--- src/rtl/product_of_sum_scheduler.sv ---
// rtl/product_of_sum_scheduler.sv - round-robin scheduler for f=(x|~w)&(y|w)
// Four requesters share one evaluator; a start pulse runs a 16-vector truth-table sweep.
module product_of_sum_scheduler #(
  parameter int SWEEP_EN = 1
) (
  input  logic        clk,
  input  logic        rst,
  input  logic [3:0]  req,
  input  logic [15:0] din,
  output logic [3:0]  gnt,
  output logic        res_valid,
  output logic        res_f,
  output logic [1:0]  res_id,
  input  logic        res_ready,
  input  logic        start,
  output logic        sweep_done,
  output logic [4:0]  ones_count
);

  typedef enum logic [1:0] {
    IDLE  = 2'd0,
    SWEEP = 2'd1,
    DONE  = 2'd2
  } state_t;

  state_t      state_q, state_d;
  logic [1:0]  ptr_q, ptr_d;
  logic [3:0]  idx_q, idx_d;
  logic [4:0]  ones_q, ones_d;
  logic        res_valid_q, res_valid_d;
  logic        res_f_q, res_f_d;
  logic [1:0]  res_id_q, res_id_d;
  logic [3:0]  gnt_c;
  logic        found;
  logic [1:0]  sel;
  logic [1:0]  cand;
  logic        stall;

  // Operand nibble is {w,z,y,x}; z is deliberately unused.
  function automatic logic pos_f(input logic [3:0] v);
    return (v[0] | ~v[3]) & (v[1] | v[3]);
  endfunction

  always_comb begin
    state_d     = state_q;
    ptr_d       = ptr_q;
    idx_d       = idx_q;
    ones_d      = ones_q;
    res_valid_d = res_valid_q;
    res_f_d     = res_f_q;
    res_id_d    = res_id_q;
    gnt_c       = 4'b0000;
    found       = 1'b0;
    sel         = 2'd0;
    cand        = 2'd0;
    stall       = res_valid_q & ~res_ready;

    if (res_valid_q && res_ready) begin
      res_valid_d = 1'b0;
    end

    case (state_q)
      IDLE: begin
        if ((SWEEP_EN != 0) && start) begin
          state_d = SWEEP;
          idx_d   = 4'd0;
          ones_d  = 5'd0;
        end else if (!stall && !rst) begin
          for (int k = 0; k < 4; k++) begin
            cand = ptr_q + k[1:0];
            if (!found && req[cand]) begin
              found = 1'b1;
              sel   = cand;
            end
          end
          if (found) begin
            gnt_c[sel]  = 1'b1;
            ptr_d       = sel + 2'd1;
            res_valid_d = 1'b1;
            res_f_d     = pos_f(din[{sel, 2'b00} +: 4]);
            res_id_d    = sel;
          end
        end
      end
      SWEEP: begin
        ones_d = ones_q + {4'b0000, pos_f(idx_q)};
        idx_d  = idx_q + 4'd1;
        if (idx_q == 4'd15) begin
          state_d = DONE;
        end
      end
      DONE: begin
        state_d = IDLE;
      end
      default: begin
        state_d = IDLE;
      end
    endcase
  end

  always_ff @(posedge clk) begin
    if (rst) begin
      state_q     <= IDLE;
      ptr_q       <= 2'd0;
      idx_q       <= 4'd0;
      ones_q      <= 5'd0;
      res_valid_q <= 1'b0;
      res_f_q     <= 1'b0;
      res_id_q    <= 2'd0;
    end else begin
      state_q     <= state_d;
      ptr_q       <= ptr_d;
      idx_q       <= idx_d;
      ones_q      <= ones_d;
      res_valid_q <= res_valid_d;
      res_f_q     <= res_f_d;
      res_id_q    <= res_id_d;
    end
  end

  assign gnt        = gnt_c;
  assign res_valid  = res_valid_q;
  assign res_f      = res_f_q;
  assign res_id     = res_id_q;
  assign sweep_done = (state_q == DONE);
  assign ones_count = ones_q;

endmodule

--- config.mk ---
export PLATFORM = sky130hd
export DESIGN_NAME = product_of_sum_scheduler
export DESIGN_NICKNAME = d
export VERILOG_FILES = /design/src/rtl/product_of_sum_scheduler.sv
export SDC_FILE = /design/constraint.sdc
export NUM_CORES = 1
export LEC_CHECK = 0
export CORE_MARGIN = 3
export CORE_UTILIZATION = 40
export CTS_BUF_LIST = sky130_fd_sc_hd__clkbuf_4 sky130_fd_sc_hd__clkbuf_8 sky130_fd_sc_hd__clkbuf_16
export CTS_CLUSTER_SIZE = 14
export DETAILED_ROUTE_END_ITERATION = 6
export PLACE_DENSITY = 0.73
export SLEW_MARGIN = 20
export SYNTH_ARGS = -nofsm -noshare
export SYNTH_HDL_FRONTEND = slang
export SYNTH_SLANG_ARGS = --single-unit
--- constraint.sdc ---
create_clock -name clk -period 2.8 [get_ports clk]
set_input_delay 0.56 -clock clk [delete_from_list [all_inputs] [get_ports clk]]
set_output_delay 0.56 -clock clk [all_outputs]
set_load 0.005 [all_outputs]
Word level (Yosys, flattened, before mapping)
Index checks and enable logic that the tools add are counted.

storage, ports and cells
  output and inout port bits = 14
  register bits = 17
  logic and storage cells = 101
  input port bits = 24

operators by class
  bitwise operators = 11
  reduce and logical (&&, ||, !) cells = 16
  shifts and indexed selects = 1
  equal/unequal tests = 5
  muxes and demuxes = 49
  $lt $le $gt $ge = 6
  add/sub/neg operators = 6

operators with widths
  kind                                                         number
  2-to-1 mux 1 bit                                             26
  2-to-1 mux 4 bit                                             5
  2-to-1 mux 2 bit                                             9
  variable part select 16 x 5 -> 4 bit                         1
  less-than comparator 2 x 3 -> 1 bit (second input constant)  5
  case mux 5 bit (2 select lines)                              1
  binary-select mux 1 bit (select 2 bit)                       4
  case mux 4 bit (2 select lines)                              1
  logical AND 1 bit                                            6
  adder 5 x 1 -> 5 bit                                         1
  logical NOT 1 bit                                            5
  2-to-1 mux 5 bit                                             1
  adder 2 x 1 -> 2 bit (second input constant)                 2
  adder 2 bit (second input constant)                          2
  adder 4 x 1 -> 4 bit (second input constant)                 1
  == test 4 bit (second input constant)                        1
  != test 2 bit (second input constant)                        2
  inverter 1 bit                                               4
  bitwise OR 1 bit                                             4
  case mux 2 bit (2 select lines)                              1
  AND reduction 2 bit                                          2
  AND reduction 4 bit                                          1
  AND 1 bit                                                    3
  demux 1 bit (select 2 bit)                                   1
  other kinds (5)                                              5

Depth between registers and ports, before layout
Gate-level depths: netlist of run 1.

  word-level depth = 33
  gate-level depth with buffers = 7
  mapped depth without buffers = 6

Worst setup path after synthesis of run 1
Ideal clock, no wire load.

  path kind = input port to output port
  start point = input port req[2]
  end point = output port gnt[1]
  slack = 0.481 ns
  stages = 6
  path buffers = 1
  arrival = 1.759 ns
  required time = 2.240 ns
  cell sequence = nor2b_1 or4_4 buf_6 nand2_1 nand3_1 nor2_1

on the way
  longest elaborated chain between the ends = 32
  elaborated cells on any way between the ends = 46
  classes of those cells = 2 x order compare; 37 x mux; 7 x reduce/logical

ends and longest elaborated chain
  what                                                                                                              RTL line  RTL
  start, declared                                                                                                   8         input logic [3:0] req,
  binary-select mux 1 bit (select 2 bit)                                                                            71        if (!found && req[cand]) begin
  2-to-1 mux 1 bit (implied by the code)                                                                            71
  2-to-1 mux 1 bit                                                                                                  71
  2-to-1 mux 1 bit                                                                                                  68        end else if (!stall && !rst) begin
  2-to-1 mux 1 bit                                                                                                  64        if ((SWEEP_EN != 0) && start) begin
  2-to-1 mux 1 bit                                                                                                  62        case (state_q)
  logical NOT 1 bit                                                                                                 71
  logical AND 1 bit                                                                                                 71
  [... 16 more ...]                                                                                                 --
  less-than comparator 2 x 3 -> 1 bit (implied by the code) / >= comparator 2 x 1 -> 1 bit (equally long branches)  77        gnt_c[sel] = 1'b1;
  logical AND 1 bit (implied by the code)                                                                           77
  2-to-1 mux 1 bit (implied by the code)                                                                            77
  demux 1 bit (select 2 bit)                                                                                        77
  2-to-1 mux 4 bit *                                                                                                76        if (found) begin
  2-to-1 mux 4 bit *                                                                                                68
  2-to-1 mux 4 bit *                                                                                                64
  2-to-1 mux 4 bit *                                                                                                62
  end, declared                                                                                                     10        output logic [3:0] gnt,

Every way passes the cells marked *; elsewhere a longest branch is shown, timed or not. The select of a mux whose other input is x is not followed.

Worst setup path in the final report of run 1
  start point = input port req[2]
  end point = output port gnt[3]

Same word-level chain as after synthesis.

==> results of run 1 <==
[cell usage in the layout (no fill, tap or decap), types with 5 or more instances in the layout]
cell	count
dfxtp_1	17
nand2_1	7
dlygate4sd2_1	6
buf_4	20
nor2_1	19
clkdlybuf4s50_1	25
a21oi_1	6
a22oi_1	5
[how the worst max path moves through the flow]
| stage | to | slack (ns) | depth (start not counted) |
|---|---|---|---|
| floorplan | gnt[1] | 0.48 | 6 |
| global placement | gnt[3] | -0.29 | 7 |
| detailed placement | gnt[3] | -0.38 | 7 |
| CTS | gnt[2] | 0.001 | 7 |
| global route | gnt[2] | 0.02 | 7 |
| finish | gnt[3] | 0.11 | 7 |
[sequential cells by signal, indices dropped and copies added, names as in the netlist]
signal and flops:
ones_count 5, idx_q 4, res_f 1, res_id 2, res_valid 1, ptr_q 2
state_q 2
[worst max-delay path: stages]
cell	delay, ns
dlygate4sd2_1	0.26
nor2b_2	0.17
or4b_4	0.55
nand2_2	0.09
nand3_2	0.10
nor2_1	0.13
dlygate4sd2_1	0.27
[power by group]
part           total, mW  switching, mW  internal, mW
Combinational      0.169         0.0725        0.0970
Clock              0.129         0.0760        0.0532
Sequential         0.258        0.00918         0.249
Total              0.557          0.158         0.399
[final cells by class]
cell class              count  area, sq um
clock buffers               3         22.5
multi-input cells          97          706
inverters                   1         3.75
clock inverters             1         5.00
flip-flops and latches     17          340
repair buffers             53          477
fillers                   186          729
well taps                  28         35.0
[through the flow]
stage	std cells	setup slack, ns	instance area [sq um]
final	200	0.105	1590
after global routing	200	0.0194	1590
after CTS	199	0.00126	1570
after detailed placement	195	-0.376	1510
after global placement	195	-0.295	1510
after floorplan	120	0.481	1030
[timing repair]
item | in CTS | in global routing
setup endpoints to repair | 4 | 1
pin swaps | 0 | 1
setup buffers | 0 | 1
gates resized for setup | 20 | 3
[cell families (layout without fill, tap and decap cells)]
group,Yosys count,count (layout),synth area share [%]
buf+inv,6,58,3.28
mux,7,7,7.29
fa+ha+maj,3,3,3.65
xor+xnor,1,1,0.851
flops,17,17,33.1
simple gates,59,59,30.3
compound gates,27,27,21.6
[routing by layer]
| layer | vias up | routed length (um) | track usage [%] |
|---|---|---|---|
| met1 | 496 | 1240 | 21.6 |
| met4 | 0 | 9 | 1.99 |
| met5 | - | 0 | 0 |
| met2 | 22 | 1300 | 29.7 |
| met3 | 2 | 160 | 5.98 |
| li1 | 545 | - | - |
==> results by group, run 1 <==
Detailed routing
  – Total wire length: 2710 um
  – DR iter-0 viols: 23
  – Drt pass-1 iters: 4
  – DR DRC count: 0
  – WL/cell: 13.6 um
  – Via-per-instance ratio: 5.33
  – Vias: 1065
  – Remaining antenna violation count: 0

Min path
  – WHS Path Cells: 2
  – Hold_sp: ones_count[4]
  – Worst Hold End: ones_count[4]
  – Min-delay worst type: flop to flop

CTS
  – Root Driver: clkbuf_4
  – CTS sink count: 17
  – CTS tree: yes
  – CTS max path bufs: 2
  – Clock transition at path regs: 0.09 ns
  – Worst-skew pair later-pin latency: 0.29 ns
  – Hold buffers post-CTS: 0
  – H-tree depth: 1
  – TritonCTS buffer count: 3

Yosys
  – Synth top area share: 33.0%
  – Net count after synthesis: 147
  – Ys async rst share: 0%
  – Dominant cell type by area after synthesis: dfxtp_1
  – Syn Area/Cell: 8.58 sq um
  – Count of flip-flops with a built-in enable after synthesis: 0
  – Synth area leaders: dfxtp_1 (33%), nor2_1 (7.3%), mux2_2 (4.4%)
  – Mapped Cells: 120
  – Synth Register Bits: 17
  – Count leader, synth: nor2_1
  – Synth Flop Type: dfxtp_1
  – Count of cell types in the netlist: 36
  – Post-synth design cell area: 1030 sq um
  – Most common library cells after synthesis: nor2_1 (20), dfxtp_1 (17), nand2_1 (9)
  – YS warnings: 0
  – Register area share after synthesis: 33.0%

GRT
  – Vias in the first global route: 1057
  – Total GRT Usage: 17.4%
  – Total congestion overflow: 0
  – Initial antenna violation count: 0
  – Maximum number of pins on one net before global-route repair: 18
  – First-pass GRT wire length: 4540 um

STA
  – Clock skew: 0.00349 ns
  – Fmax: 371 MHz
  – Slew Limit Fails: 0
  – Final hold slack: 0.483 ns
  – Finish-stage setup viols: 0
  – Period utilization: 96.2%
  – Final hold viol count: 0
  – Tmin final: 2.69 ns
  – TNS Setup: 0 ns
  – Actual slew at the worst max-slew pin: 0.565 ns
  – Slew margin rel.: 62.2%
  – RSZ-0062 raised after global routing: no

Power
  – Tot Pwr: 557 uW
  – Worst VDD drop: 0.336 mV
  – Leakage Power: 0.656 nW
  – PwrDens: 350 nW/um^2

Floorplanning
  – Floorplan Core Area: 2320 sq um
  – DIE WIDTH: 56.7 um
  – Die Ht: 56.7 um
  – I/O pins: 38
  – Initial Util: 44.4%
  – # rows: 17
  – Full die area: 3220 sq um

Finish
  – Final Net Count: 200
  – Layout cells sized above 1: 29.1%
  – Layout area overhead: 54.3%
  – Utilization after layout: 68.5%
  – Antenna diodes: 0

Flow run
  – Max-cap violations: 0

Placed design
  – GP Congestion: 0.819
  – DP HPWL: 2040 um
  – Port buffer count: 33

Setup path
  – CP max FO: 3
  – Worst Reg2Reg Path Length in Cells: 7
  – Worst R2R End: res_f
  – Nature of the critical path endpoint: primary output
  – WS Path Type: primary input to primary output
  – CP Launch Point: req[2]
  – Register-to-Register Setup Slack: 0.65 ns
  – CP arrival: 2.13 ns
  – Element type at the critical path start: primary input
  – Reg2reg start: ptr_q[0]
  – Worst EP required: 2.24 ns

Run status
  – Status: finished clean
Note: power is estimated with default switching activity, not from simulation.
==> run 2: changes to the inputs <==
ABC_CLOCK_PERIOD_IN_PS = 2800   (was default)
TNS_END_PERCENT = 10   (was default)
==> run 2 against run 1 <==
Compared with the run above:
- global-route usage is 0.28 points lower
- critical path depth unchanged
- first-iteration DRC count fell by 22%
- die area stayed put
- hold slack lost 0.0058 ns
- critical endpoint is now gnt[2]
- highest routed layer unchanged
==> results by group, run 2 (synthesis gave the netlist of run 1 again) <==
Setup path
  – Reg2reg start: ptr_q[0]
  – Worst Reg2Reg Path Length in Cells: 7 (unchanged)
  – Worst path slowest cell: clkdlybuf4s50_1
  – Nature of the critical path endpoint: primary output
  – Worst EP required: 2.24 ns (about the same)
  – CP Launch Point: rst
  – CP cell instances: clkdlybuf4s50_1 > nor4_4 > nand2_1 > a21oi_2 > nand2_1 > nor2_1 > clkdlybuf4s50_1
  – Element type at the critical path start: primary input
  – WS Path Type: primary input to primary output
  – CP max stage delay: 0.50 ns (-0.05 ns)
  – Crit path to: gnt[2]
  – CP arrival: 2.13 ns (about the same)
  – Worst R2R End: res_f
  – Register-to-Register Setup Slack: 0.67 ns (+0.02 ns)
  – CP max FO: 2 (-1)

Floorplanning
  – I/O pins: 38 (unchanged)
  – DIE WIDTH: 56.7 um (unchanged)
  – Full die area: 3220 sq um (unchanged)
  – Initial Util: 44.4% (unchanged)
  – # rows: 17 (unchanged)
  – Floorplan Core Area: 2320 sq um (unchanged)
  – Die Ht: 56.7 um (unchanged)

Power
  – Leakage Power: 0.664 nW (+1.2%)
  – Worst VDD drop: 0.335 mV (-0.24%)
  – Sw power: 156 uW (-0.75%)
  – PwrDens: 349 nW/um^2 (-0.52%)
  – Switching portion of total power: 28.2% (-0.13 points)
  – Logic pwr share: 30.6% (+0.2 points)
  – Internal power: 399 uW (-0.10%)
  – Clock power frac: 23.0% (-0.2 points)
  – Seq pwr share: 46.4% (about the same)

STA
  – Final hold viol count: 0 (unchanged)
  – Clock skew: 0.00528 ns (+0.00179 ns)
  – Fmax: 371 MHz (about the same)
  – Slew margin rel.: 63.5% (+1.3 points)
  – Period utilization: 96.2% (about the same)
  – Slew Limit Fails: 0 (unchanged)
  – Tmin final: 2.69 ns (+0.0000720 ns)
  – Actual slew at the worst max-slew pin: 0.546 ns (-0.0193 ns)
  – RSZ-0062 raised after global routing: no
  – Finish-stage setup viols: 0 (unchanged)

CTS
  – Clock transition at path regs: 0.09 ns (about the same)
  – CTS sink count: 17 (unchanged)
  – H-tree depth: 1 (unchanged)
  – CTS tree: yes
  – Root Driver: clkbuf_4
  – Hold buffers post-CTS: 0 (unchanged)
  – Worst-skew pair later-pin latency: 0.29 ns (about the same)
  – CTS max path bufs: 2 (unchanged)
  – TritonCTS buffer count: 3 (unchanged)

Finish
  – Max reg flops: 5 (unchanged)
  – Most frequent cells in the layout: clkdlybuf4s50_1 (25), buf_4 (20), nor2_1 (19), dfxtp_1 (17), nand2_1 (7)
  – Layout cells sized above 1: 28.5% (-0.58 points)
  – Final Net Count: 200 (unchanged)
  – Fillers: 187 (+0.54%)
  – Finished Layout Cells: 200 (unchanged)
  – Layout area overhead: 54.7%
  – Utilization after layout: 68.7% (+0.16 points)
  – Antenna diodes: 0 (unchanged)
  – Most common cell after layout, fill and taps aside: clkdlybuf4s50_1

Detailed routing
  – Drt pass-1 iters: 4 (unchanged)
  – DR DRC count: 0 (unchanged)
  – Remaining antenna violation count: 0 (unchanged)
  – DR iter-0 viols: 18 (-22%)
  – Total wire length: 2730 um (+0.59%)
  – Via-per-instance ratio: 5.42 (+1.7%)
  – WL/cell: 13.7 um (+0.59%)
  – Vias: 1083 (+1.7%)

Flow run
  – Max-cap violations: 0 (unchanged)

Min path
  – Min-delay worst type: flop to flop
  – Hold_sp: res_id[0]

Run status
  – Status: finished clean

Placed design
  – Port buffer count: 33 (unchanged)
  – Inst Count DP: 195 (unchanged)
  – DP HPWL: 2040 um (unchanged)
  – GP Congestion: 0.819 (unchanged)

GRT
  – First-pass GRT wire length: 4480 um (-1.4%)
  – Total GRT Usage: 17.1% (-0.28 points)
  – Total congestion overflow: 0 (unchanged)
  – Initial antenna violation count: 0 (unchanged)
  – Maximum number of pins on one net before global-route repair: 18 (unchanged)
  – Vias in the first global route: 1034 (-2.2%)
run 2: how the worst min path moves through the flow:
stage                      endpoint  slack (ns)  depth (start not counted)
after floorplan           res_id[0]        0.45                          2
after global routing      res_id[0]        0.51                          2
final                     res_id[0]        0.48                          2
after CTS                 res_id[0]        0.48                          2
after detailed placement  res_id[0]        0.47                          2
after global placement    res_id[0]        0.45                          2
run 2: layer usage:
layer,GRT usage (%),vias up,share of wire [%]
met5,0,-,0
met2,28.2,28,47
li1,-,546,-
met3,5.98,2,5.8
met4,1.99,0,0.33
met1,22.1,507,47
run 2: stage by stage:
step           hold slack, ns  setup slack (ns)  power, mW  TNS (ns)  instance area (sq um)
6_report                0.477             0.105      0.555         0                   1590
4_1_cts                 0.481           -0.0293      0.553   -0.0293                   1560
3_3_place_gp            0.453            -0.295      0.419    -0.813                   1510
5_1_grt                 0.514            0.0194      0.584         0                   1590
2_1_floorplan           0.453             0.481      0.347         0                   1030
3_5_place_dp            0.467            -0.376      0.423    -0.989                   1510
run 2: repair_timing:
item / in CTS / in global routing
buffers inserted: 0 / 1
pin swaps: 0 / 2
resized for setup: 14 / 8
setup endpoints to repair: 4 / 3
run 2: final cells by class:
cell class	instances	area, sq um	area share, %
multi-input cells	97	702	44.1
clock buffers	3	22.5	1.41
flip-flops and latches	17	340	21.4
inverters	1	3.75	0.236
well taps	28	35.0	2.20
clock inverters	1	5.00	0.314
repair buffers	53	484	30.4
run 2: power groups by stage:
| stage | clock network [mW] | registers, mW | logic, mW |
|---|---|---|---|
| 2_1_floorplan | 0 | 0.260 | 0.0870 |
| 3_3_place_gp | 0 | 0.262 | 0.157 |
| 3_5_place_dp | 0 | 0.262 | 0.161 |
| 4_1_cts | 0.131 | 0.257 | 0.165 |
| 5_1_grt | 0.143 | 0.259 | 0.182 |
| 6_report | 0.128 | 0.258 | 0.170 |
run 2: critical path: cells and delay by family:
family,cells,cell delay [ns]
AOI/OAI and AO/OA,1,0.12
buffers and inverters,2,0.97
and+or+nand+nor,4,0.49
==> run 3: changes to the inputs <==
CORE_MARGIN = default   (was 3)
==> run 3 against run 2 <==
Compared with the run above:
- the run now ends with design-rule violations left
- clock-buffer cell count is 1 higher
- sequential share of layout area is 0.66 points higher
- clock power is 14% higher
- routed wire length is 6.3% lower
- largest cell class unchanged
==> results by group, run 3 (synthesis gave the netlist of run 1 again) <==
GRT
  – First-pass GRT wire length: 4060 um (-9.2%)
  – Maximum number of pins on one net before global-route repair: 18 (unchanged)
  – Total GRT Usage: 19.8% (+2.7 points)
  – Total congestion overflow: 0 (unchanged)
  – Vias in the first global route: 983 (-4.9%)
  – Initial antenna violation count: 0 (unchanged)

CTS
  – CTS max path bufs: 2 (unchanged)
  – H-tree depth: 1 (unchanged)
  – CTS sink count: 17 (unchanged)
  – Hold buffers post-CTS: 0 (unchanged)
  – TritonCTS buffer count: 3 (unchanged)
  – Clock transition at path regs: 0.10 ns (about the same)
  – CTS tree: yes
  – Post-CTS setup buffers: 0 (unchanged)
  – Worst-skew pair later-pin latency: 0.30 ns (about the same)
  – Root Driver: clkbuf_4

Finish
  – Antenna diodes: 0 (unchanged)
  – Final Net Count: 196 (-2.0%)
  – Layout cells sized above 1: 24.4% (-4.1 points)
  – Most common cell after layout, fill and taps aside: clkdlybuf4s50_1
  – Most frequent cells in the layout: clkdlybuf4s50_1 (28), nor2_1 (20), dfxtp_1 (17), buf_4 (16), nand2_1 (8)
  – Max reg flops: 5 (unchanged)
  – Design Area, Final: 1550 sq um (-3.0%)
  – Layout area overhead: 50.1%

Power
  – Leakage Power: 0.640 nW (-3.7%)
  – PwrDens: 364 nW/um^2 (+4.4%)
  – Worst VDD drop: 0.252 mV (-25%)
  – Tot Pwr: 563 uW (+1.3%)

Placed design
  – DP HPWL: 1990 um (-2.4%)
  – Pre-CTS WS: -0.322 ns (+0.0533 ns)
  – GP Congestion: 0.782 (-4.5%)
  – Port buffer count: 33 (unchanged)
  – Dpl cell area: 1490 sq um (-1.3%)

STA
  – Slew margin rel.: 64.3% (+0.77 points)
  – Fmax: 358 MHz (-3.6%)
  – RSZ-0062 raised after global routing: yes
  – Fin worst setup slack: 0.00578 ns (-0.0993 ns)
  – Tmin final: 2.79 ns (+0.0993 ns)
  – Slew Limit Fails: 0 (unchanged)
  – Final hold viol count: 0 (unchanged)
  – Period utilization: 99.8% (+3.5 points)
  – Clock skew: 0.00311 ns (-0.00218 ns)
  – Finish-stage setup viols: 0 (unchanged)
  – Actual slew at the worst max-slew pin: 0.535 ns (-0.0115 ns)

Floorplanning
  – Full die area: 2780 sq um (-14%)
  – # rows: 18 (+1)
  – DIE WIDTH: 52.7 um (-7.1%)
  – Floorplan Core Area: 2450 sq um (+5.9%)
  – I/O pins: 38 (unchanged)
  – Die Ht: 52.7 um (-7.1%)
  – Initial Util: 41.9% (-2.5 points)

Setup path
  – WS Path Type: primary input to primary output
  – CP max FO: 3 (+1)
  – Nature of the critical path endpoint: primary output
  – CP arrival: 2.23 ns (+0.10 ns)
  – Element type at the critical path start: primary input
  – Worst EP required: 2.24 ns (about the same)

Run status
  – Status: finished with violations
  – Failing checks: design-rule violations

Detailed routing
  – DR iter-0 viols: 29 (+11)
  – Drt pass-1 iters: 6 (+2)
  – WL/cell: 12.9 um (-5.3%)
  – Remaining antenna violation count: 0 (unchanged)
  – Via-per-instance ratio: 5.37 (-0.76%)
  – DR DRC count: 1 (+1)
  – Vias: 1064 (-1.8%)
  – Total wire length: 2560 um (-6.3%)

Min path
  – Min-delay worst type: flop to flop

Flow run
  – Max-cap violations: 0 (unchanged)
run 3: final cells by class:
cell class	count	area, sq um
inverters	1	3.75
flip-flops and latches	17	340
fillers	223	910
well taps	30	37.5
repair buffers	49	453
clock buffers	4	30.0
multi-input cells	97	681
run 3: stage by stage:
stage | setup TNS (ns) | std cells | utilization [%] | hold slack (ns)
floorplan | 0 | 120 | - | 0.453
global placement | -0.776 | 194 | 60.6 | 0.454
detailed placement | -0.919 | 194 | 60.6 | 0.450
CTS | -0.134 | 198 | 62.4 | 0.461
global route | -0.134 | 198 | 62.9 | 0.483
finish | 0 | 198 | 62.9 | 0.457
run 3: worst paths after layout:
| kind | from | to | slack [ns] | depth (start not counted) |
|---|---|---|---|---|
| max | req[0] | gnt[3] | 0.006 | 7 |
| min | res_id[0] | res_id[0] | 0.46 | 2 |
| max reg2reg | ptr_q[0] | res_f | 0.67 | 7 |
| min reg2reg | res_id[0] | res_id[0] | 0.46 | 2 |
run 3: worst max-delay path, stage by stage:
cell	delay [ns]
clkdlybuf4s50_1	0.45
nor2b_1	0.18
or4b_4	0.53
nand2_2	0.09
nand3_2	0.10
nor2_1	0.09
dlygate4sd2_1	0.23
run 3: timing repair:
item                                    4_1_cts  5_1_grt
pin swaps                                     0        1
endpoints found under the setup margin        4        3
gates resized for setup                       8        5
run 3: where the power goes:
part | leakage [nW] | total [mW] | internal [mW] | switching, mW
combinational | 0.483 | 0.159 | 0.0917 | 0.0673
sequential | 0.138 | 0.258 | 0.249 | 0.00878
clock | 0.0184 | 0.146 | 0.0653 | 0.0804
run 3: per-layer routing:
metal,GRT usage [%],part of all wire [%],vias to the layer above,routed length (um)
met2,38.4,54,35,1390
met4,7.89,1.3,0,33
met5,0,0,-,0
met3,3.48,3.9,2,100
li1,-,-,535,-
met1,20.4,41,492,1040
